[config.mk]
export PLATFORM = sky130hd
export DESIGN_NAME = countdown_timer
export DESIGN_NICKNAME = d
export VERILOG_FILES = /design/src/rtl/countdown_timer.sv
export SDC_FILE = /design/constraint.sdc
export NUM_CORES = 1
export LEC_CHECK = 0
export ABC_CLOCK_PERIOD_IN_PS = 1800
export CORE_MARGIN = 4
export CORE_UTILIZATION = 46
export DETAILED_ROUTE_END_ITERATION = 8
export PLACE_DENSITY_LB_ADDON = 0.25
export SYNTH_ARGS = -nofsm -noshare
export SYNTH_HDL_FRONTEND = slang
export SYNTH_SLANG_ARGS = --single-unit
[constraint.sdc]
create_clock -name clk -period 1.8 [get_ports clk]
set_clock_uncertainty 0.15 [all_clocks]
set_input_delay 0.27 -clock clk [delete_from_list [all_inputs] [get_ports clk]]
set_output_delay 0.27 -clock clk [all_outputs]
set_load 0.1 [all_outputs]
[src/rtl/countdown_timer.sv]
// -----------------------------------------------------------------------------
// countdown_timer
//   Loadable down-counter with optional auto-reload and a one-cycle
//   terminal-count pulse. Three-state FSM (IDLE / RUN / DONE); every output
//   comes straight from a register.
//
// Ports
//   clk          : clock, all state updates on the rising edge
//   reset        : asynchronous active-low reset
//   d            : start / reload value (WIDTH bits)
//   load         : capture d on the next edge (ignored when d == 0)
//   en           : count enable, only meaningful in RUN
//   auto_reload  : on expiry, reload the count instead of stopping
//   clear        : return to IDLE (lower priority than a valid load)
//   out          : current count (WIDTH bits)
//   tc           : terminal-count pulse, one cycle per expiry
//   busy         : high while in RUN
//   done         : high while in DONE
// -----------------------------------------------------------------------------
module countdown_timer #(
  parameter int WIDTH = 8
) (
  input  logic             clk,
  input  logic             reset,
  input  logic [WIDTH-1:0] d,
  input  logic             load,
  input  logic             en,
  input  logic             auto_reload,
  input  logic             clear,
  output logic [WIDTH-1:0] out,
  output logic             tc,
  output logic             busy,
  output logic             done
);

  typedef enum logic [1:0] {
    ST_IDLE = 2'd0,
    ST_RUN  = 2'd1,
    ST_DONE = 2'd2
  } state_t;

  localparam logic [WIDTH-1:0] ZERO = {WIDTH{1'b0}};
  localparam logic [WIDTH-1:0] ONE  = {{(WIDTH-1){1'b0}}, 1'b1};

  state_t           r_state;
  logic [WIDTH-1:0] r_out;
  logic [WIDTH-1:0] r_reload;
  logic             r_tc;
  logic             r_busy;
  logic             r_done;

  // A zero load value is treated as if load were not asserted at all.
  logic w_load_ok;
  assign w_load_ok = load && (d != ZERO);

  // Timer FSM: count, reload register, state and registered status flags.
  always_ff @(posedge clk or negedge reset) begin
    if (!reset) begin
      r_state  <= ST_IDLE;
      r_out    <= ZERO;
      r_reload <= ZERO;
      r_tc     <= 1'b0;
      r_busy   <= 1'b0;
      r_done   <= 1'b0;
    end else begin
      // tc is a pulse: low unless this edge is an expiry.
      r_tc <= 1'b0;
      if (w_load_ok) begin
        r_out    <= d;
        r_reload <= d;
        r_state  <= ST_RUN;
        r_busy   <= 1'b1;
        r_done   <= 1'b0;
      end else if (clear) begin
        r_out   <= ZERO;
        r_state <= ST_IDLE;
        r_busy  <= 1'b0;
        r_done  <= 1'b0;
      end else begin
        case (r_state)
          ST_RUN: begin
            if (en) begin
              if (r_out > ONE) begin
                r_out <= r_out - ONE;
              end else if (r_out == ONE) begin
                // Expiry edge: auto_reload is only looked at here.
                r_tc <= 1'b1;
                if (auto_reload) begin
                  r_out <= r_reload;
                end else begin
                  r_out   <= ZERO;
                  r_state <= ST_DONE;
                  r_busy  <= 1'b0;
                  r_done  <= 1'b1;
                end
              end else begin
                // Zero count in RUN cannot be reached; fall back to IDLE
                // rather than wrapping.
                r_out   <= ZERO;
                r_state <= ST_IDLE;
                r_busy  <= 1'b0;
                r_done  <= 1'b0;
              end
            end else begin
              r_out <= r_out;
            end
          end
          ST_IDLE: begin
            r_out  <= ZERO;
            r_busy <= 1'b0;
            r_done <= 1'b0;
          end
          ST_DONE: begin
            r_out  <= ZERO;
            r_busy <= 1'b0;
            r_done <= 1'b1;
          end
          default: begin
            r_out   <= ZERO;
            r_state <= ST_IDLE;
            r_busy  <= 1'b0;
            r_done  <= 1'b0;
          end
        endcase
      end
    end
  end

  assign out  = r_out;
  assign tc   = r_tc;
  assign busy = r_busy;
  assign done = r_done;

endmodule
==> flow_metrics.py, run 1 <==
metrics = {
    "status": {
        "status": "finished with violations",
        "violations": "setup timing",
    },
    "yosys": {
        "synth_ff_type": "dfrtp_1",
        "yosys.area.top_type": "dfrtp_1",
        "synth_nets": 163,
        "syn_area_sq_mm": 0.00129,
        "synth-async-reset-ratio_pct": 100,
        "synth_edf_count": 0,
        "yosysWarnings": 0,
        "synthTopCellsByArea": "dfrtp_1 41%, nand2_1 9.3%, ha_1 4.9%",
        "yosysUniqueCellTypes": 44,
        "synthCells": 144,
        "ys_ff_latch": 21,
        "post_synth.cell_area_avg_sq_um": 8.95,
        "seq_area_frac_synth_pct": 40.8,
        "synth.top_cell.area_share_pct": 40.8,
    },
    "global_routing": {
        "antenna_found_initial": 0,
        "gr-usage-all-layers_pct": 24.8,
        "grt_max_degree": 22,
        "grt_pass1_wl_microns": 6790,
        "grt_pass1_vias": 1494,
        "grt_remaining_overflow": 0,
    },
    "final_layout": {
        "fin_nets": 235,
        "num_antenna_cells": 0,
        "fillers": 121,
        "seq_area_sq_um": 548,
        "fin_cells": 245,
        "final_common_cell": "buf_4",
        "multi_input_area_sq_um": 850,
        "drive_above_1_share_pct": 49.8,
        "finish.utilization_pct": 87.2,
        "layout_common_cells": "41 x buf_4, 27 x nand2_1, 13 x dfrtp_1",
        "area_delta_synth_final_pct": 73.7,
    },
    "setup_path": {
        "crit_path_start": "out[6]",
        "r2r-end": "out[1]",
        "crit_arrival_ns": 2.06,
        "required_ns": 1.90,
        "ff2ff_setup_slack_ns": -0.16,
        "endpoint": "out[1]",
        "cp-end-kind": "flip-flop",
        "cp_common_cell": "buf_6",
        "crit_buf_inv": 2,
        "r2r-start": "out[6]",
        "crit_cells": 7,
        "slowest_stage": "dfrtp_4",
        "cp-start-kind": "flip-flop",
        "slowest_delay_ns": 0.50,
        "cp_cell_sequence": "or3_4 -> nor3_4 -> buf_6 -> buf_6 -> nand2_1 -> o211ai_1 -> a22o_1",
        "reg2reg_depth": 7,
        "crit_family": "simple AND/OR/NAND/NOR gates",
        "cp_max_fo": 4,
        "critPathKind": "flip-flop to flip-flop",
    },
    "sta": {
        "hold_viol": 0,
        "whs_ns": 0.150,
        "finalCriticalPeriod_ns": 1.96,
        "fin_ws_ns": -0.155,
        "setup_viol": 10,
        "finalCritPeriodShare_pct": 109,
        "drv_slew": 0,
        "rsz0062_at_grt": "yes",
        "worstMarginPinSlew_ns": 0.378,
        "max_slew_margin_pct": 74.7,
        "fmax_mhz": 511,
    },
    "power": {
        "p_leak_uw": 0.00104,
        "design_power_total_uw": 1670,
        "ir_worst_vdd_v": 0.000617,
        "power.density_mw_per_mm2": 745,
    },
    "route": {
        "routed_via_density": 6.13,
        "final_antenna_net_count": 0,
        "vias": 1502,
        "initialDrtViolationCount": 89,
        "drt-total-wl_microns": 4910,
        "first_pass_iters": 4,
        "drc": 0,
        "avgRoutedWirePerCell_microns": 20.0,
    },
    "place": {
        "dp_cells": 234,
        "place.gp.congestion": 0.906,
        "portBuffers": 24,
        "dp_hpwl_microns": 3050,
    },
    "clock_tree": {
        "clockBufferDepth": 2,
        "h-tree-depth": 1,
        "cts_hold_buffers": 0,
        "numCtsBuffers": 3,
        "clock_latency_ns": 0.30,
        "cts_sinks": 21,
        "cts_root_buf": "clkbuf_4",
        "clkTransAtPathRegs_ns": 0.13,
        "tritoncts": "done",
    },
    "die": {
        "fp.dieArea_sq_mm": 0.00371,
        "fp.dieW_microns": 60.9,
        "initial_utilization_pct": 50.2,
        "core_area_sq_mm": 0.00257,
        "die_h_microns": 60.9,
        "ioPinCount": 25,
        "row_count": 18,
    },
    "flow_run": {
        "maxCapViolCount": 0,
    },
    "worst_hold_path": {
        "min-delay-path-class": "primary input to asynchronous set/reset pin",
    },
}
report_power, final:
part / internal [uW] / total (uW) / switching (uW)
Combinational: 384 / 867 / 483
Clock: 86.3 / 239 / 153
Sequential: 521 / 560 / 39.0
Total: 992 / 1670 / 675
cell type report:
| type | count | area share (%) |
|---|---|---|
| sequential | 21 | 24.5 |
| inverter | 5 | 0.950 |
| tap | 30 | 1.68 |
| timing repair buffer | 75 | 33.8 |
| multi-input combinational | 110 | 38.0 |
| clock buffer | 4 | 1.17 |
how the worst min path moves through the flow:
stage / from / to / slack, ns / cells after the start
finish: reset / tc / 0.15 / 2
detailed placement: r_reload[3] / r_reload[3] / 0.34 / 2
floorplan: reset / busy / -0.18 / 0
global route: reset / r_state[0] / 0.16 / 2
global placement: r_reload[5] / r_reload[5] / 0.31 / 2
CTS: reset / r_state[0] / 0.16 / 2
sequential cells by signal, summed over array words and instances, names as in the netlist:
register,cells
tc,1
r_state,2
busy,1
done,1
out,8
r_reload,8
cells by family after synthesis:
kind of cell / count (synthesis) / share of synthesized area (%)
AO/OA/AOI/OAI: 33 / 20.3
XOR/XNOR: 2 / 1.36
adder cells (fa/ha/maj): 5 / 4.85
buffers and inverters: 13 / 5.05
flip-flops: 21 / 40.8
multiplexers: 2 / 1.65
AND/OR/NAND/NOR: 68 / 26.0
synth_stat cells (all sizes together) (2+ instances only):
master	instances
dfrtp	21
clkbuf	6
or4	2
nand3	3
inv	5
o311a	4
nand2b	4
buf	2
o21ai	4
a221oi	2
a221o	2
ha	5
nor2	11
a21oi	4
or3	2
a22o	3
nand4	2
and3	2
nand2	32
nor3	8
stage by stage:
stage	setup WS, ns	instance area [sq um]	setup TNS, ns
global placement	-0.476	2020	-7.11
CTS	-0.113	2100	-0.633
finish	-0.155	2240	-0.759
floorplan	-0.295	1370	-1.74
detailed placement	-0.515	2020	-7.88
global route	-0.203	2240	-1.21
routing by layer:
metal	vias to the layer above	part of all wire, %	GRT usage, %
li1	667	-	-
met1	731	39	29.0
met2	89	51	44.3
met3	15	6.8	3.83
met4	0	3.0	11.1
met5	-	0	0
what timing repair did:
item,CTS,global route
setup endpoints to repair,13,9
buffers inserted,0,6
gates cloned,1,0
resized for setup,22,22
pin swaps,13,14
Power figures use the tool's default switching activity.
==> run 2, diff against run 1 <==
--- a/config.mk
+++ b/config.mk
@@ -9,6 +9,7 @@
 export CORE_MARGIN = 4
 export CORE_UTILIZATION = 46
 export DETAILED_ROUTE_END_ITERATION = 8
+export HOLD_SLACK_MARGIN = 0.08
 export PLACE_DENSITY_LB_ADDON = 0.25
 export SYNTH_ARGS = -nofsm -noshare
 export SYNTH_HDL_FRONTEND = slang
==> results of run 2 <==
Final layout, timing and power as in run 1 (identical DEF).
==> run 3, diff against run 2 <==
--- a/config.mk
+++ b/config.mk
@@ -5,7 +5,7 @@
 export SDC_FILE = /design/constraint.sdc
 export NUM_CORES = 1
 export LEC_CHECK = 0
-export ABC_CLOCK_PERIOD_IN_PS = 1800
+export ABC_CLOCK_PERIOD_IN_PS = 1700
 export CORE_MARGIN = 4
 export CORE_UTILIZATION = 46
 export DETAILED_ROUTE_END_ITERATION = 8
==> constraint.sdc (replaced) <==
create_clock -name clk -period 1.7 [get_ports clk]
set_clock_uncertainty 0.15 [all_clocks]
set_input_delay 0.255 -clock clk [delete_from_list [all_inputs] [get_ports clk]]
set_output_delay 0.255 -clock clk [all_outputs]
set_load 0.1 [all_outputs]
==> run 3 against run 2 <==
The run still ends with setup timing left. Routed wire length increased by 24%. Clock power increased by 15%. Die area unchanged. Critical endpoint is now out[6]. Sequential power up 6.4%. First-iteration DRC count is 130% higher. Critical path depth unchanged. Largest power group unchanged. Non-clock buffer count increased by 5. Via count rose by 12%. Largest cell class unchanged. Highest routed layer unchanged. Clock-buffer cell count stayed put. Cell count is 2.0% higher. Sequential share of layout area fell by 0.72 points.
==> flow_metrics.py, run 3 (synthesized netlist as in run 1, its figures left out) <==
metrics = {
    "status": {
        "status": "finished with violations",
        "violations": "setup timing",
    },
    "setup_path": {
        "slowest_stage": "dfrtp_4",
        "crit_cells": 7,
        "critPathKind": "flip-flop to flip-flop",
        "crit_buf_inv": 2,
        "cp_cell_sequence": "buf_6 -> nor4_1 -> buf_4 -> and4b_1 -> a221oi_2 -> and3_1 -> a211oi_2",
        "crit_arrival_ns": 2.11,
        "reg2reg_depth": 7,
        "cp-start-kind": "flip-flop",
        "required_ns": 1.80,
        "slowest_delay_ns": 0.51,
        "crit_family": "simple AND/OR/NAND/NOR gates",
        "cp-end-kind": "flip-flop",
        "cp_max_fo": 4,
    },
    "clock_tree": {
        "h-tree-depth": 1,
        "cts_root_buf": "clkbuf_4",
        "cts_hold_buffers": 0,
        "numCtsBuffers": 3,
        "clock_latency_ns": 0.32,
        "clkTransAtPathRegs_ns": 0.14,
        "clockBufferDepth": 2,
        "tritoncts": "done",
        "cts_sinks": 21,
    },
    "die": {
        "ioPinCount": 25,
        "fp.dieArea_sq_mm": 0.00371,
        "core_area_sq_mm": 0.00257,
        "fp.dieW_microns": 60.9,
        "row_count": 18,
        "initial_utilization_pct": 50.2,
        "die_h_microns": 60.9,
    },
    "route": {
        "avgRoutedWirePerCell_microns": 24.3,
        "drt-total-wl_microns": 6070,
        "m1WireLength_microns": 2160,
        "routed_via_density": 6.75,
        "final_antenna_net_count": 0,
        "routed.top_layer": "met4",
        "dr_wl_met3_microns": 516,
        "drc": 0,
        "first_pass_iters": 6,
        "initialDrtViolationCount": 207,
        "vias": 1687,
        "route.met2.wl_microns": 3020,
    },
    "power": {
        "p_leak_uw": 0.00107,
        "intPower_uw": 1070,
        "design_power_total_uw": 1840,
        "combPwrFrac_pct": 52.6,
        "p_seq_share_pct": 32.5,
        "ir_worst_vdd_v": 0.000687,
        "power.density_mw_per_mm2": 796,
        "p_clk_share_pct": 14.9,
        "switchingPower_uw": 767,
        "switching_share_pct": 41.8,
    },
    "global_routing": {
        "grt_pass1_wl_microns": 7430,
        "grt_pass1_vias": 1570,
        "gr-usage-all-layers_pct": 27.7,
        "grt_remaining_overflow": 0,
        "grt_max_degree": 22,
        "antenna_found_initial": 0,
    },
    "sta": {
        "setup_viol": 13,
        "drv_slew": 0,
        "hold_viol": 0,
        "max_slew_margin_pct": 76.6,
        "fmax_mhz": 497,
        "finalCritPeriodShare_pct": 118,
        "fin_ws_ns": -0.312,
        "rsz0062_at_grt": "yes",
        "worstMarginPinSlew_ns": 0.348,
        "finalCriticalPeriod_ns": 2.01,
        "setup-tns-final_ns": -2.27,
    },
    "final_layout": {
        "multi_input_area_sq_um": 863,
        "area_delta_synth_final_pct": 78.9,
        "final_common_cell": "buf_4",
        "drive_above_1_share_pct": 51.4,
        "seq_area_sq_um": 548,
        "fillers": 104,
        "layout_common_cells": "42 x buf_4, 28 x nand2_1, 13 x dfrtp_1, 13 x buf_6, 11 x buf_12",
        "num_antenna_cells": 0,
        "fin_cells": 250,
        "fin_nets": 240,
    },
    "place": {
        "portBuffers": 24,
        "place.gp.congestion": 0.865,
        "dp_hpwl_microns": 3160,
        "place_ws_ns": -0.625,
        "dp_cells": 238,
    },
    "worst_hold_path": {
        "min-delay-path-class": "primary input to asynchronous set/reset pin",
    },
    "flow_run": {
        "maxCapViolCount": 0,
    },
}
## run 3: power by group through the flow
stage / Sequential, uW / Combinational (uW) / Clock (uW)
after floorplan: 774 / 260 / 0
after global placement: 596 / 780 / 0
after detailed placement: 600 / 802 / 0
after CTS: 588 / 838 / 264
after global routing: 600 / 999 / 309
final: 596 / 966 / 275
## run 3: worst paths after layout
| kind | slack, ns | end | startpoint |
|---|---|---|---|
| max | -0.31 | out[6] | out[5] |
| max in group asynchronous | 1.02 | out[2] | reset |
| min | 0.12 | out[6] | reset |
| min in group clk | 0.25 | r_reload[3] | d[3] |
| max reg2reg | -0.31 | out[6] | out[5] |
| min reg2reg | 0.38 | r_reload[3] | r_reload[3] |
## run 3: final cells by class
class | instances | share of cell area, %
clock buffer | 4 | 1.14
inverter | 5 | 0.922
multi-input combinational | 110 | 37.4
sequential | 21 | 23.8
tap | 30 | 1.63
timing repair buffer | 80 | 35.1
## run 3: routing by layer
layer,up-vias,global-route usage (%)
met1,809,32.4
met4,0,16.1
met3,43,4.89
li1,676,-
met5,-,0
met2,159,47.3
## run 3: what timing repair did
action,4_1_cts,5_1_grt
setup endpoints to repair,14,14
pin swaps,16,17
cloned,1,0
gates resized for setup,21,30
setup buffers,4,3
## run 3: per-stage QoR
stage	utilization (%)	cell area, sq um	hold WS, ns
after floorplan	-	1370	-0.191
after detailed placement	80.0	2050	0.335
after CTS	84.0	2160	0.125
after global routing	89.8	2310	0.118
after global placement	80.0	2050	0.315
final	89.8	2310	0.118
